===== src/rtl/moore5_prober.sv =====
// Sweeps every (state, input) pair of a 5-state Moore DUT.
// Each vector is load -> step -> check; mismatches are collected into err_count / err_map / first_err_idx.
module moore5_prober #(
  parameter int NUM_STATES = 5,
  parameter int NUM_INPUTS = 4
) (
  input  logic        clk,
  input  logic        reset,
  input  logic        start,
  output logic        dut_reset,
  output logic [2:0]  dut_state_in,
  output logic [1:0]  dut_sw,
  output logic        dut_ctrl,
  input  logic [2:0]  dut_state,
  input  logic        dut_out,
  output logic        busy,
  output logic        done,
  output logic        pass,
  output logic [4:0]  err_count,
  output logic [19:0] err_map,
  output logic [4:0]  first_err_idx
);

  localparam int NVEC = NUM_STATES * NUM_INPUTS;

  // Golden next-state table, indexed by vector number k = s*4 + i.
  localparam logic [2:0] GN [20] = '{
    3'd1, 3'd0, 3'd3, 3'd4,
    3'd3, 3'd0, 3'd0, 3'd4,
    3'd2, 3'd2, 3'd3, 3'd1,
    3'd4, 3'd2, 3'd1, 3'd4,
    3'd2, 3'd3, 3'd0, 3'd0};
  // Golden Moore output per state; states 5..7 do not exist and read as 0.
  localparam logic [7:0] GOUT = 8'b0001_0101;

  typedef enum logic [2:0] {S_IDLE, S_LOAD, S_STEP, S_CHECK, S_DONE} state_e;

  state_e      state_q, state_d;
  logic [2:0]  s_q, s_d;
  logic [1:0]  i_q, i_d;
  logic [4:0]  k_q, k_d;
  logic [4:0]  cnt_q, cnt_d;
  logic [19:0] map_q, map_d;
  logic [4:0]  first_q, first_d;
  logic        dut_reset_q, dut_reset_d;
  logic [2:0]  dut_state_in_q, dut_state_in_d;
  logic [1:0]  dut_sw_q, dut_sw_d;
  logic        dut_ctrl_q, dut_ctrl_d;
  logic        busy_q, busy_d;
  logic        done_q, done_d;
  logic        pass_q, pass_d;
  logic [2:0]  gold_next;
  logic        mismatch;

  always_comb begin
    gold_next = GN[k_q];
    mismatch  = (dut_state != gold_next) || (dut_out != GOUT[gold_next]);
  end

  always_comb begin
    state_d = state_q;
    s_d     = s_q;
    i_d     = i_q;
    k_d     = k_q;
    cnt_d   = cnt_q;
    map_d   = map_q;
    first_d = first_q;
    case (state_q)
      S_IDLE, S_DONE: begin
        if (start) begin
          state_d = S_LOAD;
          s_d     = 3'd0;
          i_d     = 2'd0;
          k_d     = 5'd0;
          cnt_d   = 5'd0;
          map_d   = 20'd0;
          first_d = 5'd31;
        end
      end
      S_LOAD:  state_d = S_STEP;
      S_STEP:  state_d = S_CHECK;
      S_CHECK: begin
        if (mismatch) begin
          map_d = map_q | (20'd1 << k_q);
          if (cnt_q != 5'd20) cnt_d = cnt_q + 5'd1;
          if (first_q == 5'd31) first_d = k_q;
        end
        k_d = k_q + 5'd1;
        if (i_q == 2'(NUM_INPUTS - 1)) begin
          i_d = 2'd0;
          s_d = s_q + 3'd1;
        end else begin
          i_d = i_q + 2'd1;
        end
        state_d = (k_q == 5'(NVEC - 1)) ? S_DONE : S_LOAD;
      end
      default: state_d = S_IDLE;
    endcase

    // Outputs are registered from the next state so they line up with the state they describe.
    busy_d         = (state_d == S_LOAD) || (state_d == S_STEP) || (state_d == S_CHECK);
    dut_reset_d    = (state_d == S_LOAD);
    dut_state_in_d = (state_d == S_LOAD) ? s_d : 3'd0;
    dut_ctrl_d     = (state_d == S_STEP);
    dut_sw_d       = busy_d ? i_d : 2'd0;
    done_d         = (state_d == S_DONE);
    pass_d         = (state_d == S_DONE) && (cnt_d == 5'd0);
  end

  always_ff @(posedge clk) begin
    if (reset) begin
      state_q        <= S_IDLE;
      s_q            <= 3'd0;
      i_q            <= 2'd0;
      k_q            <= 5'd0;
      cnt_q          <= 5'd0;
      map_q          <= 20'd0;
      first_q        <= 5'd31;
      dut_reset_q    <= 1'b0;
      dut_state_in_q <= 3'd0;
      dut_sw_q       <= 2'd0;
      dut_ctrl_q     <= 1'b0;
      busy_q         <= 1'b0;
      done_q         <= 1'b0;
      pass_q         <= 1'b0;
    end else begin
      state_q        <= state_d;
      s_q            <= s_d;
      i_q            <= i_d;
      k_q            <= k_d;
      cnt_q          <= cnt_d;
      map_q          <= map_d;
      first_q        <= first_d;
      dut_reset_q    <= dut_reset_d;
      dut_state_in_q <= dut_state_in_d;
      dut_sw_q       <= dut_sw_d;
      dut_ctrl_q     <= dut_ctrl_d;
      busy_q         <= busy_d;
      done_q         <= done_d;
      pass_q         <= pass_d;
    end
  end

  assign dut_reset     = dut_reset_q;
  assign dut_state_in  = dut_state_in_q;
  assign dut_sw        = dut_sw_q;
  assign dut_ctrl      = dut_ctrl_q;
  assign busy          = busy_q;
  assign done          = done_q;
  assign pass          = pass_q;
  assign err_count     = cnt_q;
  assign err_map       = map_q;
  assign first_err_idx = first_q;

endmodule


===== config.mk =====
export PLATFORM = sky130hd
export DESIGN_NAME = moore5_prober
export DESIGN_NICKNAME = d
export VERILOG_FILES = /design/src/rtl/moore5_prober.sv
export SDC_FILE = /design/constraint.sdc
export NUM_CORES = 1
export LEC_CHECK = 0
export ABC_AREA = 1
export BUFFER_PORTS_ARGS = -buffer_cell sky130_fd_sc_hd__buf_2
export CAP_MARGIN = 20
export CORE_ASPECT_RATIO = 1.1
export CORE_MARGIN = 2
export CORE_UTILIZATION = 49
export DETAILED_ROUTE_END_ITERATION = 8
export PLACE_DENSITY = 0.75
export SLEW_MARGIN = 20
export SYNTH_ARGS = -nofsm -noshare
export SYNTH_HDL_FRONTEND = slang
export SYNTH_SLANG_ARGS = --single-unit

===== constraint.sdc =====
create_clock -name clk -period 2.38 [get_ports clk]
set_clock_uncertainty 0.15 [all_clocks]
set_input_delay 0.595 -clock clk [delete_from_list [all_inputs] [get_ports clk]]
set_output_delay 0.595 -clock clk [all_outputs]
set_load 0.005 [all_outputs]

# After elaboration in Yosys (flattened, before gate mapping)
# Memories as Yosys holds them, arrays and structs flattened.
# Index checks and enable logic that the tools add are counted.
# totals
ff_bits	53
romBits	104
in_bits	7
out_inout_bits	40
elab_cells	82
n_memories	2
# op_classes
addsub	4
n_lt_le_gt_ge	2
n_eq_ne	17
n_shift	1
mux	25
bitwise	4
reduce_logical	13
# memory_table
memory	depth	width	rd	rd_ports_with_merged_regs	write_ports	line	source
(no name shown)	32	3	1	0	0	56	gold_next = GN[k_q];
(no name shown)	8	1	1	0	0	57	mismatch = (dut_state != gold_next) || (dut_out != GOUT[gold_next]);
# op_table
op	count
20-bit two-way mux	2
20-bit case mux with 2 select lines	1
5-bit two-way mux	7
5-bit case mux with 2 select lines	3
20-bit bitwise OR	1
1-bit by 5-bit left shift with 20-bit output (first input constant)	1
3-bit two-way mux	6
3-bit by 2-bit equality test with 1-bit output (second input constant)	4
3-bit case mux with 4 select lines	1
5-bit by 1-bit adder with 5-bit output (second input constant)	2
5-bit equality test (second input constant)	2
3-bit by 1-bit equality test with 1-bit output (second input constant)	2
3-bit equality test (second input constant)	2
6-bit greater-or-equal comparator (second input constant)	1
2-bit != test (second input constant)	3
5-bit inverter with 6-bit output	1
3-bit case mux with 2 select lines	1
2-bit OR reduction	3
5-bit zero test	1
5-bit != test (second input constant)	1
3-bit by 4-bit less-than comparator with 1-bit output (second input constant)	1
2-bit two-way mux	2
2-bit case mux with 2 select lines	1
4-bit AND reduction	1
13 further kinds	16

# Longest topological paths before layout
# logic_depth
depth_word	12
mapped_depth	18
mapped_depth_nobuf	17

# Worst setup path after synthesis
# No wires, ideal clock.
# synth_path
kind	register to register
start	register k_q[1]
end	register map_q[1] (netlist: err_map[1])
setup_time_ns	0.132
arrival_ns	1.930
required_ns	2.098
slack_ns	0.167
stages_incl_launch_ff	17
path_buffers	1
synth_period_minus_slack_ns	2.213
path_cell_list	dfxtp_1 > ha_1 > ha_1 > inv_1 > nand2_1 > nand2_1 > nand2_1 > nand2_1 > nand2_1 > nand3_2 > nor2_4 > nand2_4 > o21ai_2 > inv_2 > buf_6 > nand4_1 > a21oi_1
# synth_between
elab_chain_cells	10
word_cells_on_any_way	15
classes_between	eq/ne: 3; shift: 1; mux: 5; bitwise: 2; reduce/logical: 2; memory: 2
# synth_lines
element	line	source
from (decl)	41	logic [4:0] k_q, k_d;
from (signal assigned)	130	k_q <= k_d;
5-bit inverter with 6-bit output (not written as such)	56	
memory read 32 x 3 bit	--	
3-bit two-way mux (not written as such) (2 in series)	56	
memory read 8 x 1 bit	--	
1-bit two-way mux (not written as such)	57	
1-bit != test	57	
1-bit logical OR	57	
2-bit != test (no line)	--	
3-bit AND reduction (no line)	--	
to (signal assigned)	132	map_q <= map_d;
to (decl)	43	logic [19:0] map_q, map_d;
# Parallel ways exist; a longest one is shown, timed or not. The select of a mux whose other input is x is not followed.
# A chain may end at the register's enable or synchronous reset.

# Worst setup path in the final report
# layout_path
start	register k_q[0]
end	register pass_q (netlist: pass)
# layout_between
elab_chain_cells	12
word_cells_on_any_way	17
classes_between	eq/ne: 4; mux: 7; bitwise: 1; reduce/logical: 3; memory: 2
# layout_lines
element	line	source
5-bit inverter with 6-bit output (not written as such)	56	
memory read 32 x 3 bit	--	
3-bit two-way mux (not written as such) (2 in series)	56	
memory read 8 x 1 bit	--	
1-bit two-way mux (not written as such)	57	
1-bit != test	57	
1-bit logical OR	57	
5-bit two-way mux	83	if (mismatch) begin
5-bit case mux with 2 select lines	68	case (state_q)
5-bit zero test	107	pass_d = (state_d == S_DONE) && (cnt_d == 5'd0);
1-bit logical AND *	107	
to (signal assigned)	140	pass_q <= pass_d;
to (decl)	51	logic pass_q, pass_d;
# Mark *: on every way between the ends. The rest lies on a longest branch, timed or not. The select of a mux whose other input is x is not followed.

==> impl_metrics.env <==
export IMPL_worstPathArrival_ns=2.29
export IMPL_r2r_end="pass$_SDFF_PP0_"
export IMPL_reg2reg_depth=17
export IMPL_die_area_um2=5760
export IMPL_p_leak_nw=1.46
export IMPL_numCtsBuffers=5
export IMPL_netlist_area_um2=2530
export IMPL_core_area_um2=5000
export IMPL_die_x_um=72.5
export IMPL_final_max_slew_viol_count=0
export IMPL_htree_levels=2
export IMPL_grt_pass1_vias=2089
export IMPL_syn_to_final_growth_pct=25.2
export IMPL_vias=2330
export IMPL_start_util=0.506
export IMPL_worstPathMaxFanout=6
export IMPL_power_total_w=0.00163
export IMPL_num_nets_final=428
export IMPL_overflow=0
export IMPL_hold_end="err_map[6]$_SDFFE_PP0P_"
export IMPL_place_ws_ns=0.0502
export IMPL_holdPathStages=2
export IMPL_place_congestion=0.814
export IMPL_cp_start_kind="flip-flop"
export IMPL_final_cell_mix="nand2_1, inv_1, dfxtp_1"
export IMPL_dp_hpwl_um=4080
export IMPL_viasPerCell=4.98
export IMPL_critPathRequiredTime_ns=2.43
export IMPL_crit_type="flip-flop to flip-flop"
export IMPL_clk_pin_slew_ns=0.09
export IMPL_drive_above_1_share=0.280
export IMPL_route_detailed_drc=0
export IMPL_p_per_area_nw_per_um2=513
export IMPL_first_pass_iters=5
export IMPL_first_iter_violations=88
export IMPL_final_common_cell="nand2_1"
export IMPL_worstSkewPairLatency_ns=0.31
export IMPL_yosys_register_bits=53
export IMPL_grt_max_degree=21
export IMPL_cp_end_kind="flip-flop"
export IMPL_wl_um=5610
export IMPL_io_buffers=46
export IMPL_antenna_found_initial=0
export IMPL_grt_first_pass_wirelength_um=8960
export IMPL_timing_final_crit_period_ns=2.24
export IMPL_fillers=449
export IMPL_status="finished, final reports clean"
export IMPL_final_setup_viol_count=0
export IMPL_fmax_mhz=446
export IMPL_min_from="err_map[6]$_SDFFE_PP0P_"
export IMPL_grt_util_all_layers=0.196
export IMPL_synth_avg_cell_area_um2=7.40
export IMPL_n_antenna_cell=0
export IMPL_drtAntennaViolNets=0
export IMPL_ys_seq_area_frac=0.419
export IMPL_mappedNetlistNets=361
export IMPL_reg2reg_slack_ns=0.14
export IMPL_rows=27
export IMPL_reg2reg_from="k_q[0]$_SDFFE_PP0P_"
export IMPL_dieHeight_um=79.4
export IMPL_yosys_warnings=0
export IMPL_wl_per_cell_um=12.0
export IMPL_worstHoldPathType="flip-flop to flip-flop"
export IMPL_hold_violations=0
export IMPL_worstMarginPinSlew_ns=0.380
export IMPL_synth_cell_types=33
export IMPL_slew_headroom=0.746
export IMPL_maxCapViolations=0
export IMPL_cts_sinks=53
export IMPL_num_io_pins=47
export IMPL_hold_buffers=0
export IMPL_cts_tree="done"
export IMPL_synth_cells=342
export IMPL_period_share=0.942
export IMPL_worst_slack_ns=0.137
export IMPL_vdd_drop_max_mv=0.391
export IMPL_clock_root_buffer="clkbuf_8"
export IMPL_clock_path_buffers=2
layout make-up:
class | count | area [µm²] | share of cell area
clock buffer | 6 | 72.6 | 0.0229
clock inverter | 2 | 15.0 | 0.00474
inverter | 61 | 234 | 0.0739
multi-input combinational | 218 | 1280 | 0.403
sequential | 53 | 1070 | 0.338
tap | 58 | 72.6 | 0.0229
timing repair buffer | 70 | 427 | 0.135
worst max-delay path, cell delays in order, from the launching register on:
cell     delay (ns)
dfxtp_4        0.40
inv_4          0.07
ha_4           0.24
nor2_1         0.10
nand2_1        0.09
nand2_2        0.08
nand4_1        0.14
nand2_2        0.12
nand2_2        0.06
nand2_4        0.08
nand2_4        0.06
buf_4          0.15
nand2_2        0.05
nand3_2        0.08
nand2_2        0.10
nor2_4         0.04
nand3_1        0.08
nor2_1         0.05
per-layer routing:
metal | GRT usage | up-vias | wire length, µm
met2 | 0.359 | 62 | 2910
met3 | 0.0417 | 9 | 266
met4 | 0.0611 | 0 | 87
met1 | 0.223 | 1038 | 2340
li1 | - | 1221 | -
met5 | 0 | - | 0
state kept, by name, indices dropped and copies added, names as in the netlist:
name           count
state_q            3
dut_reset          1
dut_ctrl           1
pass               1
dut_state_in       3
s_q                3
busy               1
dut_sw             2
err_count          5
i_q                2
err_map           20
k_q                5
done               1
first_err_idx      5
Yosys cell counts, drive strengths merged:
cell type / count / area, µm²
buf: 3 / 27.5
nand4: 8 / 50.1
dfxtp: 53 / 1060
nand3b: 1 / 7.51
a32oi: 1 / 8.76
o21ai: 11 / 58.8
a211oi: 2 / 15.0
a22o: 1 / 8.76
xnor2: 2 / 17.5
xor2: 3 / 33.8
ha: 12 / 150
o211a: 1 / 10.0
nor2: 28 / 130
clkbuf: 7 / 31.3
nand2: 70 / 285
or2: 2 / 12.5
inv: 61 / 229
o22ai: 1 / 6.26
a21oi: 27 / 135
o211ai: 1 / 7.51
nand3: 42 / 220
nor3: 5 / 25.0
what timing repair did:
action,4_1_cts,5_1_grt
gates resized for setup,0,29
setup endpoints to repair,0,29
buffers inserted,0,3
worst max path at each step:
stage | from | end | slack (ns) | cells past startpoint
after detailed placement | k_q[0]$_SDFFE_PP0P_ | err_map[8]$_SDFFE_PP0P_ | 0.05 | 15
after global placement | k_q[0]$_SDFFE_PP0P_ | err_map[8]$_SDFFE_PP0P_ | 0.15 | 15
after global routing | k_q[1]$_SDFFE_PP0P_ | pass$_SDFF_PP0_ | -0.01 | 18
after CTS | k_q[0]$_SDFFE_PP0P_ | pass$_SDFF_PP0_ | 0.01 | 16
final | k_q[0]$_SDFFE_PP0P_ | pass$_SDFF_PP0_ | 0.14 | 17
after floorplan | k_q[1]$_SDFFE_PP0P_ | err_map[1]$_SDFFE_PP0P_ | 0.17 | 16
through the flow:
stage,cells,util,hold slack (ns),setup TNS [ns],cell area (µm²)
2_1_floorplan,342,-,0.297,0,2530
3_3_place_gp,457,0.589,0.285,0,2950
3_5_place_dp,457,0.589,0.287,0,2950
4_1_cts,465,0.607,0.300,0,3030
5_1_grt,468,0.634,0.311,-0.0140,3170
6_report,468,0.634,0.299,0,3170
power by group:
group | internal [W] | total [W] | switching (W)
clock | 0.000207 | 0.000495 | 0.000288
sequential | 0.000909 | 0.000924 | 0.0000152
combinational | 0.0000793 | 0.000207 | 0.000128
total | 0.00120 | 0.00163 | 0.000431
cells by family (layout without fill, tap and decap cells):
group	after synthesis	in the layout	share of synthesized area
AOI/OAI and AO/OA	45	45	0.0989
adders and majority gates	12	12	0.0593
DFF	53	53	0.419
and+or+nand+nor	156	156	0.289
buffers and inverters	71	139	0.114
xor gates and xnor gates	5	5	0.0203
Power figures use the tool's default switching activity.
